## config.mk

```make
export PLATFORM = sky130hd
export DESIGN_NAME = mem_arbiter
export DESIGN_NICKNAME = d
export VERILOG_FILES = /design/src/rtl/mem_arb_pkg.sv /design/src/rtl/mem_arb_prio.sv /design/src/rtl/mem_arbiter.sv
export SDC_FILE = /design/constraint.sdc
export NUM_CORES = 1
export LEC_CHECK = 0
export BUFFER_PORTS_ARGS = -buffer_cell sky130_fd_sc_hd__clkbuf_2
export CORE_AREA = 2 2 103 105
export DETAILED_ROUTE_END_ITERATION = 8
export DIE_AREA = 0 0 105 107
export GPL_ROUTABILITY_DRIVEN = 0
export GPL_TIMING_DRIVEN = 0
export PLACE_DENSITY = 0.7
export SLEW_MARGIN = 20
export SYNTH_ARGS = -nofsm -noshare
export SYNTH_HDL_FRONTEND = slang
export SYNTH_SLANG_ARGS = --single-unit
```

## constraint.sdc

```tcl
create_clock -name clk -period 1.5 [get_ports clk]
set_input_delay 0.225 -clock clk [delete_from_list [all_inputs] [get_ports clk]]
set_output_delay 0.225 -clock clk [all_outputs]
set_load 0.05 [all_outputs]
```

## src/rtl/mem_arb_pkg.sv

```systemverilog
// mem_arb_pkg: shared types and defaults for the two-port memory arbiter.
//   arb_state_t  - FSM states (IDLE / WAIT / RESP)
//   arb_owner_t  - which port owns the outstanding transaction
//   mem_req_t    - memory command selected for the granted port
package mem_arb_pkg;

  localparam int DEF_MEM_LATENCY  = 2;
  localparam int DEF_STARVE_LIMIT = 3;

  typedef enum logic [1:0] {
    IDLE = 2'd0,
    WAIT = 2'd1,
    RESP = 2'd2
  } arb_state_t;

  typedef enum logic {
    OWN_IF = 1'b0,
    OWN_DS = 1'b1
  } arb_owner_t;

  typedef struct packed {
    logic        we;
    logic [31:0] addr;
    logic [31:0] wdata;
  } mem_req_t;

endpackage

```

## src/rtl/mem_arb_prio.sv

```systemverilog
// mem_arb_prio: grant selection between fetch and data ports plus the
// fetch starvation counter.
//   clk, reset        - clock, async active-high reset
//   grant_en          - arbiter may issue a grant this cycle
//   if_req, ds_req    - pending requests
//   grant_if/grant_ds - one-hot (or zero) grant, combinational
module mem_arb_prio
  import mem_arb_pkg::*;
#(
  parameter int STARVE_LIMIT = DEF_STARVE_LIMIT
) (
  input  logic clk,
  input  logic reset,
  input  logic grant_en,
  input  logic if_req,
  input  logic ds_req,
  output logic grant_if,
  output logic grant_ds
);

  localparam int CW = $clog2(STARVE_LIMIT + 1);

  logic [CW-1:0] starve_cnt;
  logic          at_limit;

  assign at_limit = (starve_cnt == CW'(STARVE_LIMIT));

  // Data side normally wins; fetch wins only once it has been passed over
  // STARVE_LIMIT times in a row.
  always_comb begin
    grant_ds = grant_en & ds_req & ~(if_req & at_limit);
    grant_if = grant_en & if_req & ~grant_ds;
  end

  // Counts data-side wins against a waiting fetch; any cycle without a fetch
  // request, or a fetch grant, starts the count over.
  always_ff @(posedge clk or posedge reset) begin
    if (reset)
      starve_cnt <= '0;
    else if (!if_req || grant_if)
      starve_cnt <= '0;
    else if (grant_ds && !at_limit)
      starve_cnt <= starve_cnt + CW'(1);
  end

endmodule

```

## src/rtl/mem_arbiter.sv

```systemverilog
// mem_arbiter: single-outstanding arbiter sharing one fixed-latency memory
// between an instruction-fetch port and a load/store port.
//   clk, reset                          - clock, async active-high reset
//   if_req/if_addr/if_ready             - fetch request handshake
//   if_rvalid/if_rdata                  - fetch response (1-cycle pulse)
//   ds_req/ds_we/ds_addr/ds_wdata/ds_ready - load/store request handshake
//   ds_rvalid/ds_rdata                  - load data / store acknowledge
//   mem_en/mem_we/mem_addr/mem_wdata    - memory command, valid on grant only
//   mem_rdata                           - memory data, MEM_LATENCY after issue
module mem_arbiter
  import mem_arb_pkg::*;
#(
  parameter int MEM_LATENCY  = DEF_MEM_LATENCY,
  parameter int STARVE_LIMIT = DEF_STARVE_LIMIT
) (
  input  logic        clk,
  input  logic        reset,
  input  logic        if_req,
  input  logic [31:0] if_addr,
  output logic        if_ready,
  output logic        if_rvalid,
  output logic [31:0] if_rdata,
  input  logic        ds_req,
  input  logic        ds_we,
  input  logic [31:0] ds_addr,
  input  logic [31:0] ds_wdata,
  output logic        ds_ready,
  output logic        ds_rvalid,
  output logic [31:0] ds_rdata,
  output logic        mem_en,
  output logic        mem_we,
  output logic [31:0] mem_addr,
  output logic [31:0] mem_wdata,
  input  logic [31:0] mem_rdata
);

  arb_state_t state_q, state_d;
  arb_owner_t owner_q;
  logic [2:0]  lat_q;
  logic [31:0] rdata_q;
  logic        grant_en, grant_if, grant_ds, grant;
  logic        lat_done;
  mem_req_t    cmd;

  // Reset also gates the grant so every output reads 0 while it is held,
  // even with requests pending.
  assign grant_en = (state_q == IDLE) & ~reset;
  assign grant    = grant_if | grant_ds;
  assign lat_done = (lat_q == 3'(MEM_LATENCY - 1));

  mem_arb_prio #(
    .STARVE_LIMIT (STARVE_LIMIT)
  ) u_prio (
    .clk      (clk),
    .reset    (reset),
    .grant_en (grant_en),
    .if_req   (if_req),
    .ds_req   (ds_req),
    .grant_if (grant_if),
    .grant_ds (grant_ds)
  );

  // Memory command comes straight from the winner; zero when nothing granted.
  always_comb begin
    cmd = '0;
    if (grant_ds)
      cmd = '{we: ds_we, addr: ds_addr, wdata: ds_we ? ds_wdata : 32'h0};
    else if (grant_if)
      cmd = '{we: 1'b0, addr: if_addr, wdata: 32'h0};
  end

  always_comb begin
    state_d   = state_q;
    if_ready  = grant_if;
    ds_ready  = grant_ds;
    mem_en    = grant;
    mem_we    = cmd.we;
    mem_addr  = cmd.addr;
    mem_wdata = cmd.wdata;
    if_rvalid = 1'b0;
    ds_rvalid = 1'b0;
    unique case (state_q)
      IDLE: if (grant) state_d = WAIT;
      WAIT: if (lat_done) state_d = RESP;
      RESP: begin
        if_rvalid = (owner_q == OWN_IF);
        ds_rvalid = (owner_q == OWN_DS);
        state_d   = IDLE;
      end
      default: state_d = IDLE;
    endcase
  end

  // Both ports read the same capture register; only the rvalid tells which
  // port the data belongs to.
  assign if_rdata = rdata_q;
  assign ds_rdata = rdata_q;

  always_ff @(posedge clk or posedge reset) begin
    if (reset) begin
      state_q <= IDLE;
      owner_q <= OWN_IF;
      lat_q   <= '0;
      rdata_q <= '0;
    end else begin
      state_q <= state_d;
      if (grant) begin
        owner_q <= grant_ds ? OWN_DS : OWN_IF;
        lat_q   <= '0;
      end else if (state_q == WAIT) begin
        if (lat_done)
          rdata_q <= mem_rdata;
        else
          lat_q <= lat_q + 3'd1;
      end
    end
  end

endmodule

```

==> flow_results.org, run 1 <==
** Outcome
- Outcome :: finished, violations left
- Violations in the final reports :: negative setup slack

** Synth
- Synth Flop Type :: sky130_fd_sc_hd__dfrtp_1
- Counting flops with an async set or reset pin after synthesis yields a share of 1.000.
- The share of the Yosys chip area taken by registers is 0.4028.
- In this run, synthesis inferred 0 flip-flops with an integrated enable.
- Synthesis produced 224 cells.
- For this run, the number of Yosys warnings is 0.
- Synthesis produced a netlist with a net count of 360.
- FF+latch count, synth :: 40
- Mean Syn Cell Area :: 11.09 sq um
- Number of unique standard cell types used by synthesis :: 34
- Combined area of all synthesized cells :: 2485 sq um

** Place
- Worst slack at placement :: -0.4805 ns
- I/O Buffers :: 266
- Summed over all nets, the half-perimeter wirelength after detailed placement is roughly 7600 microns.
- Placed insts :: 627

** CTS
- The tree is rooted in a sky130_fd_sc_hd__clkbuf_8.
- Clock slew seen by the registers of the worst setup and hold paths :: around 0.08 ns
- For this design, the sink count on the clock tree is 40.
- Clock Latency Late Sink :: 0.29 ns
- Maximum count of clock buffers along a single path :: 2
- In this run, CTS created clock tree buffers numbering 5.
- CTS built an H-tree with a depth of 2.
- TritonCTS built the clock tree.

** Min path
- The worst hold path begins at mem_rdata[20].
- For hold timing, the worst endpoint is ds_rdata[20].
- The worst hold path passes through 2 cells.
- The worst hold path belongs to the class in -> reg.

** Critical path
- Nature of the critical path startpoint :: register
- Critical Path End Type :: output port
- Traced cell by cell, the critical path runs through nor3_4, and3_4, buf_8, clkbuf_16, and3_4, clkbuf_16.
- The largest single stage delay on the critical path is 0.44 ns.
- For flop-to-flop paths, the worst setup slack is -0.14 ns.
- By startpoint and endpoint, the worst setup path is classified as reg -> out.
- On the critical path, the stage with the largest delay is an instance of sky130_fd_sc_hd__dfrtp_2.
- Worst path arrival time :: 1.87 ns
- STA puts the critical path data required time at about 1.3 ns.
- Measured in cells, the most critical reg-to-reg path has a length of 5.
- Reg-to-Reg Start :: state_q[0]
- Worst reg2reg endpoint :: u_prio.starve_cnt[0]
- Maximum fanout along the worst path :: 6

** Cells and area
- Area added between synthesis and finish :: 146.8%
- Fill cells in the final layout number 780.
- Summing all flip-flop and latch instances after layout gives about 1000 sq um.
- Area of combinational cells with multiple inputs :: between 1500 and 2000 sq um
- End-of-flow core utilization :: 0.6076
- At the end of the flow, the number of nets in the layout was 666.
- Layout cells sized above 1 :: 0.8868
- The repair_antennas step left the layout with diodes totalling 0.
- The count of cells in the finished layout, fillers not included, comes to 666.

** STA
- Headroom to the max-slew limit came out at 0.6515.
- The number of hold violations in the final report was 0.
- Setup repair after global routing missed its margin :: true
- Setup slack after layout :: -0.5900 ns
- Skew final :: 0.004935 ns
- # setup viols final :: 101
- Measured slew at the worst slew-check pin :: approximately 0.52 ns
- The routed design could run at a clock period as short as 2.090 ns.
- For this run, the top clock speed supported by timing is ~480 MHz.
- Final worst-path cycle share :: 1.393
- The max-slew violation count came to 0.

** Floorplanning
- Die outline height :: approximately 110 microns
- Die Span X :: approximately 110 microns
- The die covers 11,240 sq um.
- 267 I/O pins were placed.
- Num rows :: 37
- For this configuration, the core starts out at a cell density of 0.2462.
- In this run the standard cell core region covers 10,090 sq um.

** Pwr
- Leak Pwr :: 0.003165 uW
- Dividing total power by cell area gives a power density of 1980 nW/um^2.
- Worst voltage drop across the vdd grid :: roughly 2.1 mV

** Routing
- Starting DRT DRC Count :: 121
- Final routed wirelength across all metal layers :: about 13,000 microns
- Across all layers, the routed design uses 3,090 vias.
- Routed via count divided by cell count :: 4.640
- Residual DRC :: 0
- Routed length per placed instance :: 19.03 microns
- The first TritonRoute pass finished after 4 iterations.
- Remaining number of nets flagged by the antenna check after routing :: 0

** Run
- Total of max-cap violations :: 0

** Global routing
- The number of antenna violations at the first check in global routing was 0.
- The via count of the first global-routing pass came to 3,180.
- The first global-routing pass estimated approximately 17,000 microns of wire.
- For this run, the total global-route usage over all layers was measured as 0.1879.
- Maximum number of pins on one net before global-route repair :: 35
- Remaining Overflow, GRT :: 0
-- worst max-delay path by stage --
stage,cells past startpoint,start,endpoint,slack (ns)
2_1_floorplan,5,state_q[0],mem_wdata[25],-0.27
3_3_place_gp,6,state_q[0],mem_addr[19],-0.46
3_5_place_dp,6,state_q[0],mem_wdata[26],-0.48
4_1_cts,6,state_q[0],mem_wdata[25],-0.57
5_1_grt,7,u_prio.starve_cnt[1],mem_wdata[3],-0.67
6_report,6,state_q[0],mem_wdata[3],-0.59
-- critical path, delay by kind of cell, from the launching register on --
family / cells / cell delay, ns
simple gates: 3 / 0.68
flops: 1 / 0.44
buf+inv: 3 / 0.46
-- Yosys cell counts, drive strengths merged, types with 2 or more instances --
cell type / instances / area [sq um]
buf: 44 / 351.6
dfrtp: 40 / 1001
and3: 34 / 217.7
a22o: 32 / 280.3
mux2: 32 / 360.3
clkbuf: 5 / 21.27
nand2: 4 / 15.01
a21oi: 3 / 15.01
ha: 3 / 37.54
inv: 3 / 11.26
nand2b: 3 / 18.77
nor2: 3 / 18.77
or3: 3 / 23.77
a21boi: 2 / 15.02
o21ai: 2 / 10.01
-- per-layer routing --
layer / global-route usage / routed length [microns] / part of all wire
met1: 0.2064 / 4464 / 0.35
met2: 0.3437 / 6523 / 0.51
met3: 0.04681 / 1036 / 0.082
met4: 0.08000 / 649 / 0.051
met5: 0 / 0 / 0
-- cells in the final DEF, fill, tap and decap left out, types with 2 or more instances in the layout --
| master | synthesis | layout |
|---|---|---|
| sky130_fd_sc_hd__a21oi_1 | 3 | 2 |
| sky130_fd_sc_hd__a22o_2 | 0 | 2 |
| sky130_fd_sc_hd__a22o_4 | 0 | 30 |
| sky130_fd_sc_hd__and3_4 | 1 | 33 |
| sky130_fd_sc_hd__buf_12 | 0 | 7 |
| sky130_fd_sc_hd__buf_4 | 35 | 45 |
| sky130_fd_sc_hd__buf_6 | 7 | 11 |
| sky130_fd_sc_hd__buf_8 | 0 | 59 |
| sky130_fd_sc_hd__clkbuf_1 | 3 | 4 |
| sky130_fd_sc_hd__clkbuf_16 | 0 | 25 |
| sky130_fd_sc_hd__clkbuf_2 | 2 | 196 |
| sky130_fd_sc_hd__clkbuf_8 | 0 | 6 |
| sky130_fd_sc_hd__dfrtp_1 | 40 | 38 |
| sky130_fd_sc_hd__dfrtp_2 | 0 | 2 |
| sky130_fd_sc_hd__ha_4 | 0 | 2 |
| sky130_fd_sc_hd__inv_2 | 0 | 2 |
| sky130_fd_sc_hd__mux2_4 | 0 | 32 |
| sky130_fd_sc_hd__nand2_1 | 4 | 3 |
| sky130_fd_sc_hd__nand2b_4 | 0 | 3 |
| sky130_fd_sc_hd__nor2_4 | 1 | 2 |
| sky130_fd_sc_hd__o21ai_0 | 2 | 2 |
| sky130_fd_sc_hd__or3_1 | 2 | 2 |
-- flip-flops by register name, indices dropped and copies added (netlist names) --
name,count
ds_rdata,32
lat_q,3
state_q,2
u_prio.starve_cnt,2
owner_q,1
-- report_power, final --
group / switching (uW) / internal (uW) / total [uW]
logic: 5600 / 3750 / 9350
registers: 489 / 1620 / 2110
clock network: 372 / 317 / 689
-- final cells by class --
cell class,count,area share
Sequential cell,40,0.1636
Clock buffer,6,0.01183
Clock inverter,1,0.0008162
Inverter,3,0.001836
Timing Repair Buffer,300,0.4368
Tap cell,136,0.02775
Buffer,48,0.07345
Multi-Input combinational cell,132,0.2838
-- through the flow --
stage          hold slack [ns]  power [uW]  TNS, ns  area (sq um)
2_1_floorplan           0.3597        7898   -6.951          2790
3_3_place_gp            0.4430        9352   -36.96          4292
3_5_place_dp            0.1531        9453   -30.96          4312
4_1_cts                 0.1534       11280   -38.76          5577
5_1_grt                 0.1576       12630   -42.96          6132
6_report                0.1628       12140   -36.27          6132
-- repair_timing --
action,CTS,global route
hold buffers,1,0
gates resized for setup,204,121
buffers inserted,17,7
cloned,3,7
pin swaps,6,21
setup endpoints to repair,97,108
hold endpoints to repair,6,0
-- cell families (layout without fill, tap and decap cells) --
logic type | Yosys count | count (layout) | share of synthesized area
AOI/OAI and AO/OA | 42 | 42 | 0.1380
adders and majority gates | 3 | 3 | 0.01511
buffers and inverters | 52 | 358 | 0.1546
DFF | 40 | 40 | 0.4028
muxes | 32 | 32 | 0.1450
and+or+nand+nor | 55 | 55 | 0.1445
(Power assumes the default switching activity.)
==> run 2: changes to the inputs <==
--- a/config.mk
+++ b/config.mk
@@ -11,7 +11,7 @@
 export DIE_AREA = 0 0 105 107
 export GPL_ROUTABILITY_DRIVEN = 0
 export GPL_TIMING_DRIVEN = 0
-export PLACE_DENSITY = 0.7
+export PLACE_DENSITY = 0.67
 export SLEW_MARGIN = 20
 export SYNTH_ARGS = -nofsm -noshare
 export SYNTH_HDL_FRONTEND = slang
==> constraint.sdc (replaced) <==
create_clock -name clk -period 2.68 [get_ports clk]
set_input_delay 0.402 -clock clk [delete_from_list [all_inputs] [get_ports clk]]
set_output_delay 0.402 -clock clk [all_outputs]
set_load 0.05 [all_outputs]
==> run 2 against run 1 <==
Via count down 8.6%. Register-to-register slack improved by 1.2 ns. The run now ends clean. Critical endpoint is now mem_addr[5]. Worst setup slack improved by 0.79 ns. Largest cell class unchanged.
==> flow_results.org, run 2 (synthesis results as in run 1) <==
** Place
- The port buffer count was 266 (unchanged).
- Placed insts :: 627 (unchanged)
- The area of placed instances came to 4014 sq um (was 4312 sq um).
- Hpwl dp :: 8006 microns (was 7594 microns)

** CTS
- Clock Sink Count :: 40 (unchanged)
- The number of H-tree levels came to 2 (unchanged).
- Number of post-CTS setup repair buffers :: 0 (was 17)
- Maximum count of clock buffers along a single path :: 2 (unchanged)
- The number of buffers inserted by hold repair at cts is 0 (was 1).
- The clock root buffer was sky130_fd_sc_hd__clkbuf_8 (unchanged).
- The clock tree from TritonCTS is done (unchanged).
- The clock-pin slew of the registers on the worst-case setup and hold paths was 0.08 ns (about the same).
- Count of cells resized by post-cts repair :: 0 (was 204)
- The number of buffers inserted during clock tree synthesis came to 5 (unchanged).
- The latest clock arrival within the worst-skew pair was 0.29 ns (about the same).

** Global routing
- Maximum number of pins on one net before global-route repair :: 22 (was 35)
- The number of antenna violations at the first check in global routing is 1 (was 0).
- The wire length of the first global-routing pass was 13,870 microns (was 16,970 microns).
- The overall routing resource usage is 0.1550 (was 0.1879).
- The via count of the first global-routing pass is 2,708 (was 3,180).
- The total congestion overflow after global routing is 0 (unchanged).

** Pwr
- The leakage power total was 0.002464 uW (was 0.003165 uW).
- The overall power of the completed layout was 5660 uW (was 12,140 uW).
- Worst voltage drop across the vdd grid :: 0.8943 mV (was 2.082 mV)
- PwrDens :: 1370 nW/um^2 (was 1980 nW/um^2)

** Floorplanning
- I/O pin cnt :: 267 (unchanged)
- Initial core utilization :: 0.2462 (unchanged)
- Core area :: 10,090 sq um (unchanged)
- The number of standard-cell rows in the floorplan is 37 (unchanged).
- Floorplan die area :: 11,240 sq um (unchanged)
- Die outline height :: 107 microns (unchanged)
- The width of the die is 105 microns (unchanged).

** STA
- In the finished design, the share of the clock period the worst path needs comes to 0.9239.
- The number of hold violations in the final report is 0 (unchanged).
- The setup TNS was 0 ns (was -36.27 ns).
- F_max :: 403.9 MHz
- Setup repair after global routing missed its margin: false (was true).
- Post-layout min period :: 2.476 ns
- The setup clock skew after layout was 0.006997 ns (was 0.004935 ns).
- The worst slew margin relative to its limit was 0.6793 (was 0.6515).
- The slew at the pin closest to its max-slew limit is 0.4803 ns (was 0.5228 ns).
- The number of endpoints failing setup at the final stage came to 0 (was 101).
- Count of final max-slew check failures :: 0 (unchanged)

** Critical path
- Worst path arrival time :: 2.07 ns (was 1.87 ns)
- Reg-to-Reg Start :: lat_q[1] (was state_q[0])
- The reg-to-reg setup timing slack was 1.04 ns (was -0.14 ns).
- The kind of critical path was reg -> out (unchanged).
- Maximum fanout along the worst path :: 10 (was 6)
- Worst setup path startpoint :: state_q[1] (was state_q[0])
- Nature of the critical path startpoint :: register (unchanged)
- The worst path required time is 2.28 ns (was 1.27 ns).
- Worst reg2reg endpoint :: ds_rdata[22] (was u_prio.starve_cnt[0])
- End point of the critical path :: mem_addr[5] (was mem_wdata[3])
- Critical Path End Type :: output port (unchanged)
- Cell count of the worst reg-to-reg path :: 6 (was 5)

** Routing
- Drt first pass iters :: 4 (unchanged)
- Routed via count divided by cell count :: 4.442 (was 4.640)
- Residual DRC :: 0 (unchanged)
- Vias after detailed routing :: 2,825 (was 3,090)
- Remaining number of nets flagged by the antenna check after routing :: 0 (unchanged)
- The overall routed net length was 9329 microns (was 12,670 microns).
- Routed length per placed instance :: 14.67 microns (was 19.03 microns)
- Starting DRT DRC Count :: 153 (was 121)

** Cells and area
- The area of all placed cells without fillers is 4131 sq um (was 6132 sq um).
- Number of flip-flops under the largest register name :: 32 (unchanged)
- Area added between synthesis and finish :: 66.26% (was 146.8%)
- The final layout net count came to 634 (was 666).
- End-of-flow core utilization :: 0.4094 (was 0.6076)
- Count of non-filler cells in the finished layout :: 636 (was 666)
- Most common library cell in the layout ignoring fill and taps :: sky130_fd_sc_hd__clkbuf_2 (unchanged)
- Layout cells sized above 1 :: 0.7174 (was 0.8868)
- Leading cell types in the layout, fill and taps excluded :: sky130_fd_sc_hd__clkbuf_2 (268), sky130_fd_sc_hd__dfrtp_1 (40), sky130_fd_sc_hd__buf_4 (35) (was sky130_fd_sc_hd__clkbuf_2 (196), sky130_fd_sc_hd__buf_8 (59), sky130_fd_sc_hd__buf_4 (45))

** Outcome
- Outcome: finished, final reports clean (was finished, violations left).

** Run
- The max capacitance violation total was 0 (unchanged).

** Min path
- The class of the most critical hold timing path is in -> async (was in -> reg).
run 2: area by class of cell:
| cell class | count | area (sq um) |
|---|---|---|
| Multi-Input combinational cell | 132 | 1100 |
| Fill cell | 1021 | 5961 |
| Sequential cell | 40 | 1001 |
| Inverter | 3 | 11.26 |
| Clock inverter | 3 | 46.29 |
| Buffer | 49 | 372.9 |
| Timing Repair Buffer | 267 | 1359 |
| Antenna cell | 1 | 2.502 |
| Clock buffer | 5 | 68.82 |
| Tap cell | 136 | 170.2 |
run 2: layer usage:
metal  vias to the layer above  global-route usage  part of all wire
met2                       152              0.2792              0.51
met4                         0             0.04286             0.011
met3                         8             0.03891             0.087
met5                         -                   0                 0
met1                      1331              0.1826              0.39
li1                       1334                   -                 -
run 2: worst max-delay path, stage by stage, from the launching register on:
cell and delay [ns]:
sky130_fd_sc_hd__dfrtp_1 0.44, sky130_fd_sc_hd__nor3_2 0.30, sky130_fd_sc_hd__and3_1 0.20, sky130_fd_sc_hd__buf_2 0.17
sky130_fd_sc_hd__buf_4 0.19, sky130_fd_sc_hd__a22o_1 0.16, sky130_fd_sc_hd__clkbuf_2 0.32
run 2: worst min-delay path by stage:
stage,from,end,slack [ns],cells after the start
floorplan,owner_q,owner_q,0.47,1
global route,reset,ds_rdata[31],0.19,2
finish,reset,ds_rdata[13],0.15,2
global placement,owner_q,owner_q,0.48,1
detailed placement,reset,owner_q,0.48,2
CTS,reset,ds_rdata[0],0.16,2
run 2: power breakdown:
group,switching (uW),internal (uW)
Combinational,2820,1200
Clock,218,280
Sequential,241,902
Total,3280,2380
run 2: stage by stage:
step	hold WS [ns]	worst slack, ns
after floorplan	0.4653	0.6259
after global placement	0.4822	0.5149
after detailed placement	0.4813	0.4804
after CTS	0.1556	0.1669
after global routing	0.1875	0.05400
final	0.1465	0.2040
